File: config.mk
export PLATFORM = sky130hd
export DESIGN_NAME = add_sub_pipe
export DESIGN_NICKNAME = d
export VERILOG_FILES = /design/src/rtl/add_sub_pipe.sv
export SDC_FILE = /design/constraint.sdc
export NUM_CORES = 1
export LEC_CHECK = 0
export ABC_AREA = 1
export CAP_MARGIN = 5
export CELL_PAD_IN_SITES_DETAIL_PLACEMENT = 0
export CELL_PAD_IN_SITES_GLOBAL_PLACEMENT = 1
export CORE_ASPECT_RATIO = 0.8
export CORE_MARGIN = 5
export CORE_UTILIZATION = 46
export CTS_BUF_LIST = sky130_fd_sc_hd__clkbuf_4 sky130_fd_sc_hd__clkbuf_8 sky130_fd_sc_hd__clkbuf_16
export DETAILED_ROUTE_END_ITERATION = 8
export DONT_BUFFER_PORTS = 1
export MAX_ROUTING_LAYER = met4
export PLACE_DENSITY_LB_ADDON = 0.1
export SLEW_MARGIN = 15
export SYNTH_ARGS = -nofsm -noshare
export SYNTH_HDL_FRONTEND = slang
export SYNTH_SLANG_ARGS = --single-unit
File: constraint.sdc
create_clock -name clk -period 1.73 [get_ports clk]
set_clock_uncertainty 0.15 [all_clocks]
set_input_delay 0.346 -clock clk [delete_from_list [all_inputs] [get_ports clk]]
set_output_delay 0.346 -clock clk [all_outputs]
set_load 0.03 [all_outputs]
File: src/rtl/add_sub_pipe.sv
// Pipelined N-bit add/subtract with carry/borrow, signed overflow flags and optional saturation.
// Latency STAGES cycles; the whole pipe stalls as one unit when the result is held off (in_ready = !out_valid || out_ready).
module add_sub_pipe #(
  parameter int N      = 32,
  parameter int STAGES = 2
) (
  input  logic         clk,
  input  logic         rst_n,
  input  logic         in_valid,
  output logic         in_ready,
  input  logic [N-1:0] a,
  input  logic [N-1:0] b,
  input  logic         cin,
  input  logic         op,
  input  logic         sat,
  output logic         out_valid,
  input  logic         out_ready,
  output logic [N-1:0] result,
  output logic         cout,
  output logic         ovf,
  output logic         zero,
  output logic         neg,
  output logic         ovf_sticky,
  input  logic         clr_sticky
);

  typedef struct packed {
    logic [N-1:0] res;
    logic         cout;
    logic         ovf;
    logic         zero;
    logic         neg;
  } res_t;

  logic [N-1:0] b_eff;
  logic         c_eff;
  logic [N:0]   sum;
  logic [N-1:0] raw;
  logic [N-1:0] sat_val;
  logic [N-1:0] res_c;
  logic         ovf_c;
  res_t         new_dat;

  logic              adv;
  logic [STAGES-1:0] vld_q, vld_d;
  res_t              dat_q [STAGES];
  res_t              dat_d [STAGES];
  logic              ovf_sticky_q, ovf_sticky_d;

  // Subtract is a + ~b + ~cin, so cout doubles as "no borrow".
  always_comb begin
    b_eff   = op ? b : ~b;
    c_eff   = op ? cin : ~cin;
    sum     = {1'b0, a} + {1'b0, b_eff} + {{N{1'b0}}, c_eff};
    raw     = sum[N-1:0];
    ovf_c   = (a[N-1] == b_eff[N-1]) && (raw[N-1] != a[N-1]);
    sat_val = a[N-1] ? {1'b1, {(N-1){1'b0}}} : {1'b0, {(N-1){1'b1}}};
    res_c   = (sat && ovf_c) ? sat_val : raw;
    new_dat      = '0;
    new_dat.res  = res_c;
    new_dat.cout = sum[N];
    new_dat.ovf  = ovf_c;
    new_dat.zero = (res_c == '0);
    new_dat.neg  = res_c[N-1];
  end

  assign adv      = !vld_q[STAGES-1] || out_ready;
  assign in_ready = adv;

  // Bubbles are shifted along with real ops so stage spacing is preserved.
  always_comb begin
    vld_d = vld_q;
    dat_d = dat_q;
    if (adv) begin
      vld_d[0] = in_valid;
      dat_d[0] = new_dat;
      for (int i = 1; i < STAGES; i++) begin
        vld_d[i] = vld_q[i-1];
        dat_d[i] = dat_q[i-1];
      end
    end
  end

  always_comb begin
    ovf_sticky_d = ovf_sticky_q;
    if (clr_sticky) ovf_sticky_d = 1'b0;
    if (vld_q[STAGES-1] && out_ready && dat_q[STAGES-1].ovf) ovf_sticky_d = 1'b1;
  end

  always_ff @(posedge clk or negedge rst_n) begin
    if (!rst_n) begin
      vld_q        <= '0;
      ovf_sticky_q <= 1'b0;
      for (int i = 0; i < STAGES; i++) dat_q[i] <= '0;
    end else begin
      vld_q        <= vld_d;
      ovf_sticky_q <= ovf_sticky_d;
      dat_q        <= dat_d;
    end
  end

  assign out_valid  = vld_q[STAGES-1];
  assign result     = dat_q[STAGES-1].res;
  assign cout       = dat_q[STAGES-1].cout;
  assign ovf        = dat_q[STAGES-1].ovf;
  assign zero       = dat_q[STAGES-1].zero;
  assign neg        = dat_q[STAGES-1].neg;
  assign ovf_sticky = ovf_sticky_q;

endmodule

### Word-level counts from Yosys, hierarchy flattened

Index checks and enable logic that the tools add are counted.

| word-level totals | value |
|---|---|
| bits of input ports | 72 |
| word-level logic and storage cells | 32 |
| flip-flop bits (word level) | 75 |

| cells by class | value |
|---|---|
| muxes and demuxes | 6 |
| $add $sub $neg | 2 |
| reductions and logical operators | 8 |
| equal/unequal tests | 2 |
| bitwise logic cells | 2 |

Operator list:

| operator | number |
|---|---|
| $mux W32 | 3 |
| $add A32 B32 Y33 | 1 |
| $add A33 B1 Y33 | 1 |
| $logic_not A32 Y1 | 1 |
| $not A32 Y32 | 1 |
| $logic_and A1 B1 Y1 | 4 |
| $mux W1 | 3 |
| $reduce_bool A2 Y1 | 1 |
| $eq A1 B1 Y1 | 1 |
| $logic_not A1 Y1 | 1 |
| $logic_or A1 B1 Y1 | 1 |
| $ne A1 B1 Y1 | 1 |
| $not A1 Y1 | 1 |

### Logic depth before layout (Yosys ltp)

Gate-level depths: netlist of the first run.

| depth | value |
|---|---|
| depth in word-level cells | 9 |
| depth in mapped cells | 23 |

### Worst setup path after synthesis of the first run

OpenSTA, ideal clock, no wires.

| timing | value |
|---|---|
| kind | in2reg |
| start | input op |
| end | register dat_q[37] (netlist name) |
| data arrival time | 2.971 ns |
| library setup time | 0.066 ns |
| setup slack | -1.457 ns |
| stages | 20 |
| cells stage by stage | clkbuf_1 > clkbuf_1 > xnor2_1 > ha_1 > nand2_4 > inv_2 > a21oi_4 > nand2_2 > a21oi_4 > nand2_4 > nand2_4 > nand4_4 > buf_6 > nand2_1 > nand3_1 > nor2_1 > nand2_1 > nor2_1 > nand3_1 > nand2_1 |

| on the way | value |
|---|---|
| word-level cells in the longest chain between the ends | 8 |
| elaborated cells on any way between the ends | 10 |

RTL lines:

| what | RTL line | text |
|---|---|---|
| from (decl) | 14 | `input logic op,` |
| $mux W32 | 52 | `b_eff = op ? b : ~b;` |
| $add A32 B32 Y33 | 54 | `sum = {1'b0, a} + {1'b0, b_eff} + {{N{1'b0}}, c_eff};` |
| $add A33 B1 Y33 | 54 |  |
| $ne A1 B1 Y1 | 56 | `ovf_c = (a[N-1] == b_eff[N-1]) && (raw[N-1] != a[N-1]);` |
| $logic_and A1 B1 Y1 | 56 |  |
| $logic_and A1 B1 Y1 | 58 | `res_c = (sat && ovf_c) ? sat_val : raw;` |
| $mux W32 * | 58 |  |
| $logic_not A32 Y1 * | 63 | `new_dat.zero = (res_c == '0);` |
| to (signal assigned) | 98 | `dat_q <= dat_d;` |
| to (decl) | 46 | `res_t dat_q [STAGES];` |

Mark *: on every way between the ends. The rest lies on a longest branch, timed or not.
A chain may end at the register's enable or synchronous reset.

### Worst setup path in the final report of the first run

Same ends and word-level chain as after synthesis.

==> out/metrics.cfg, run 1 <==
[global_route]
grt_usage_pct = 24.63
grt_pass1_wl_um = 27970
overflow = 0
grt_pass1_vias = 5719
antenna_found_initial = 0
grt_max_degree = 74

[critical_path]
path_cells = xnor2_1 > ha_1 > nand2_1 > nor2_1 > nand2_2 > inv_1 > a21oi_4 > buf_6 > nand3_4 > nand4_4 > clkbuf_16 > nand2_2 > nand3_1 > nor2_1 > nand2_1 > nor2_2 > nand3_1 > nand2_1
cp.required_ns = 1.85
cp_top_family = simple AND/OR/NAND/NOR gates
worst_r2r_path_depth = 6
end_kind = register
crit_buf_inv = 3
cp_slowest_cell = ha_1
crit_path_start_kind = input pin
cp_common_cell = nand2_1
criticalPathCategory = in -> reg
rr_startpoint = vld_q[1]
crit_fanout = 33
max_stage_delay_ns = 0.32
crit_arrival_ns = 2.74
r2r-end = dat_q[51]
ff2ff_setup_slack_ns = 0.21

[clock_tree]
clock-root-buffer = clkbuf_16
cts.sink_count = 73
cts_buffer_depth = 2
cts_tree = built
holdBufCountCts = 2
insertion_delay_ns = 0.33
path_clk_slew_ns = 0.06
ctsHtreeMaxLevel = 3
numCtsBuffers = 9

[die]
core_um2 = 12160
num_io_pins = 111
die_h_um = 109.5
rows = 36
start_util_pct = 46.85
dieArea_um2 = 14730
die_w_um = 134.4

[drt]
wl_per_cell_um = 16.38
met2WireLength_um = 8882
viasPerCell = 5.087
top_layer = met4
wl_um = 18100
route.vias.total = 5621
met1_length_um = 8084
ant_nets = 0
drt_iter0_drc = 301
met3_length_um = 812
drc_errors = 0
drt_pass1_iterations = 4

[yosys]
synth_cell_types = 42
yosysWarnings = 0
synth_enable_flop_cells = 0
ys.flop_type = dfrtp_1
synth_largest_area_cell = dfrtp_1
synth_most_common_cell = nand2_1
ys_top_cells_by_count = nand2_1 (259), nor2_1 (74), dfrtp_1 (73), inv_1 (64)
synthTopCellsByArea = dfrtp_1 (32%), nand2_1 (17%), ha_1 (6.8%), xnor2_1 (5.2%), nor2_1 (4.9%)
avgSynthCellArea_um2 = 7.176
seq_area_frac_synth_pct = 32.06
netlist_area_um2 = 5698
async_flop_share_pct = 100.0
synth-seq-cells = 73
synth_cells = 794
yosysTopAreaCellShare_pct = 32.06
synth_nets = 899

[timing]
layout_setup_ws_ns = -0.8892
fin_tns_setup_ns = -19.82
max_freq_mhz = 381.8
hold-worst-slack_ns = -0.4396
rsz0062_at_grt = yes
min_period_ns = 2.619
setup_violations = 35
slew_violations = 0
relSlewSlack_pct = 62.79
worst_slew_pin_slew_ns = 0.5582
hold_viol = 73
fin_crit_sh_pct = 151.4

[power_and_ir_drop]
comb_power_share_pct = 46.6
power_uw = 9165
pwr-share-seq_pct = 34.3
switchingPower_uw = 3737
vdd_drop_max_uv = 991.6
internal-power_uw = 5428
p_sw_share_pct = 40.77
p_per_area_nw_per_um2 = 1088
p_clk_share_pct = 19.1
leakagePower_uw = 0.004215

[finish]
n_antenna_cell = 0
area_growth_pct = 47.80
fin_nets = 1053
drive_gt1_share_pct = 41.13
nFillCells = 1025

[run_status]
status = finished with violations
violations = negative hold slack, negative setup slack

[placed_design]
portBuffers = 0
place_congestion = 0.8925
place_hpwl_um = 12860

[job]
drv_cap = 0

[hold_path]
min_path_type = in -> async

[cell type report]
cell class              instances  area (um2)  share of cell area [%]
multi-input cells             594        4109                   48.79
flip-flops and latches         73        1827                   21.69
well taps                     152       190.2                   2.258
clock buffers                  12       260.3                   3.090
repair buffers                199        1733                   20.58
clock inverters                 4       26.28                  0.3120
inverters                      71       276.5                   3.283
[layer usage]
layer / GRT usage (%) / vias up
met5: - / -
met4: 4.651 / 0
met3: 4.849 / 28
met2: 41.64 / 121
met1: 31.34 / 2660
li1: - / 2812
[sequential cells by signal, summed over array words and instances, names as in the netlist]
signal and count:
dat_q 35, result 32, vld_q 2, cout 1, ovf 1, ovf_sticky 1
zero 1
[cell usage in the layout (no fill, tap or decap), drive strengths merged, types with 2 or more instances in the layout]
master	netlist	final
nand3	41	41
o21bai	10	10
a21o	4	4
fa	2	2
dfrtp	73	73
clkbuf	13	17
xor2	19	19
a21oi	45	45
nor2	79	79
or2	2	2
xnor2	34	34
ha	31	31
nand2	277	277
a31oi	10	10
clkinv	0	2
inv	71	72
o21ai	15	15
nand4	6	6
a22oi	7	7
nor4	3	3
dlygate4sd3	0	2
buf	43	192
nor3	2	2
[through the flow]
step	util [%]	cell area, um2	setup slack (ns)	cells	hold WS [ns]
2_1_floorplan	-	5793	-1.069	794	-0.09959
3_3_place_gp	56.19	6834	-1.158	1054	-0.09790
3_5_place_dp	56.19	6834	-1.199	1054	-0.09775
4_1_cts	63.64	7740	-0.7408	1092	-0.4507
5_1_grt	69.25	8422	-1.029	1105	-0.4604
6_report	69.25	8422	-0.8892	1105	-0.4396
[power groups by stage]
| stage | Combinational [uW] | Sequential, uW | Clock, uW |
|---|---|---|---|
| after CTS | 3760 | 3160 | 1780 |
| final | 4270 | 3150 | 1750 |
| after global routing | 4670 | 3210 | 1870 |
| after global placement | 3230 | 3160 | 0 |
| after floorplan | 2790 | 2530 | 0 |
| after detailed placement | 3280 | 3180 | 0 |
[kinds of logic after synthesis]
logic type      share of synthesized area (%)
flops                                   32.06
xor+xnor                                8.147
compound gates                          10.30
simple gates                            31.05
buf+inv                                 10.94
fa+ha+maj                               7.510
[timing repair]
action / CTS / global route
endpoints found under the hold margin: 75 / 73
cloned: 4 / 3
setup buffers: 16 / 12
gates resized for setup: 87 / 106
setup endpoints to repair: 36 / 36
pin swaps: 24 / 75
[worst max path at each step]
| stage | end | start | slack (ns) | cells after the start |
|---|---|---|---|---|
| after floorplan | dat_q[37] | op | -1.07 | 20 |
| after global placement | dat_q[37] | op | -1.16 | 22 |
| after detailed placement | dat_q[37] | op | -1.20 | 22 |
| after CTS | dat_q[37] | op | -0.74 | 20 |
| after global routing | dat_q[37] | op | -1.03 | 18 |
| final | dat_q[37] | op | -0.89 | 18 |
Power figures use the tool's default switching activity.
==> inputs of run 2 (changes only) <==
==> constraint.sdc (replaced) <==
create_clock -name clk -period 3.1 [get_ports clk]
set_clock_uncertainty 0.15 [all_clocks]
set_input_delay 0.62 -clock clk [delete_from_list [all_inputs] [get_ports clk]]
set_output_delay 0.62 -clock clk [all_outputs]
set_load 0.03 [all_outputs]
==> run 2 against run 1 <==
  * The flow now finishes without violations
  * Sequential share of layout area grew 7.1 points
  * Die area is the same
  * Flip-flop and latch count unchanged
  * Critical path depth increased by 3
  * First-iteration DRC count increased by 21%
  * Sequential power shrank 44%
  * Setup slack better by 1.2 ns
  * Utilization is 17 points lower
  * Count of clock-buffer cells in the layout unchanged
  * Wire length fell by 21%
  * Power shrank 53%
  * Design area shrank 25%
==> out/metrics.cfg, run 2 (synthesis results as in run 1) <==
[timing]
max_freq_mhz = 356.4
relSlewSlack_pct = 61.49
slew_violations = 0
min_period_ns = 2.806
rsz0062_at_grt = no
fin_tns_setup_ns = 0
setup_violations = 0
layout_setup_ws_ns = 0.2942
fin_crit_sh_pct = 90.51
hold_viol = 0
worst_slew_pin_slew_ns = 0.5777
hold-worst-slack_ns = 0.01679

[finish]
nFillCells = 1242
n_antenna_cell = 0
top_register = dat_q
drive_gt1_share_pct = 14.55
area_growth_pct = 11.20
final_common_cell = nand2_1
largest_register_ffs = 35
stdcell_area_um2 = 6336
fin_nets = 911
final_cell_mix = nand2_1 (257), nor2_1 (73), dfrtp_1 (73)

[drt]
route.vias.total = 4859
viasPerCell = 5.046
ant_nets = 0
wl_um = 14280
drt_pass1_iterations = 4
drt_iter0_drc = 364
wl_per_cell_um = 14.83
drc_errors = 0

[critical_path]
ff2ff_setup_slack_ns = 1.20
criticalPathCategory = in -> reg
cp.required_ns = 3.22
crit_path_start_kind = input pin
crit_arrival_ns = 2.92
end_kind = register
crit_fanout = 33

[global_route]
overflow = 0
grt_usage_pct = 20.64
grt_pass1_wl_um = 23580
grt_max_degree = 74
grt_pass1_vias = 4777
antenna_found_initial = 0

[power_and_ir_drop]
p_per_area_nw_per_um2 = 678.2
vdd_drop_max_uv = 507.5
leakagePower_uw = 0.003276

[die]
die_w_um = 134.4
start_util_pct = 46.85
num_io_pins = 111
dieArea_um2 = 14730
core_um2 = 12160
rows = 36
die_h_um = 109.5

[placed_design]
place_hpwl_um = 11650
portBuffers = 0
placed_cell_area_um2 = 5997
place_congestion = 0.9070
dp_slack_ns = -0.1231

[clock_tree]
cts_tree = built
cts_buffer_depth = 2
clock-root-buffer = clkbuf_16
numCtsBuffers = 9
ctsHtreeMaxLevel = 3
insertion_delay_ns = 0.33
cts.sink_count = 73
path_clk_slew_ns = 0.06

[job]
drv_cap = 0

[hold_path]
min_path_type = in -> async

[run_status]
status = finished clean

-- run 2: changes by cell type in the layout (fill, tap and decap cells not counted), sizes merged --
| cell | change |
|---|---|
| clkinvlp | +2 |
| dlygate4sd3 | -2 |
| clkbuf | -5 |
| buf | -135 |
| clkinv | -2 |
| bufinv | +1 |
| inv | -1 |
-- run 2: cell type report --
cell class | count | area [um2] | share of cell area (%)
well taps | 152 | 190.2 | 3.002
clock inverters | 4 | 52.55 | 0.8294
inverters | 71 | 266.5 | 4.206
repair buffers | 57 | 485.5 | 7.662
multi-input cells | 594 | 3261 | 51.46
flip-flops and latches | 73 | 1827 | 28.83
clock buffers | 12 | 254.0 | 4.009
-- run 2: layer usage --
metal,wire [um],part of all wire [%],vias up,global-route usage [%]
met5,0,0,-,-
met4,79,0.55,0,2.907
met3,653,4.6,10,4.209
met2,6470,45,88,32.57
met1,7082,50,2233,28.38
li1,-,-,2528,-
-- run 2: final timing paths --
kind | start | endpoint | depth (start not counted)
worst min register to register | vld_q[0] | vld_q[1] | 2
min in group clk | clr_sticky | ovf_sticky | 1
max in group asynchronous | rst_n | ovf | 1
worst max register to register | vld_q[1] | dat_q[50] | 7
worst min-delay path | rst_n | result[5] | 1
worst max-delay path | op | dat_q[37] | 21
-- run 2: power breakdown --
part           internal, uW  switching (uW)
combinational           630             872
sequential             1250             504
clock                   662             380
total                  2540            1760
-- run 2: repair_timing --
action	CTS	global route
gates resized for setup	0	2
hold endpoints to repair	73	0
hold buffers	1	0
setup buffers	0	0
setup endpoints to repair	0	1
-- run 2: critical path: stages --
cell	delay, ns
xor2_1	0.18
fa_1	0.19
inv_1	0.06
fa_1	0.39
nand2_1	0.07
nand2_1	0.07
nand3b_1	0.08
nand2_1	0.10
nand2_1	0.09
nand2_2	0.08
nand2_2	0.11
nand2_1	0.08
nand2_1	0.06
nand2_1	0.06
inv_1	0.05
o311ai_0	0.17
nor2_1	0.14
nand2_1	0.06
nor2_1	0.10
nand3_1	0.08
nand2_1	0.07
-- run 2: metrics by stage --
step           utilization (%)  power [uW]  instances
3_3_place_gp             49.31        3251        946
2_1_floorplan                -        2943        794
6_report                 52.10        4297        963
4_1_cts                  52.06        4349        963
5_1_grt                  52.10        4609        963
3_5_place_dp             49.31        3268        946
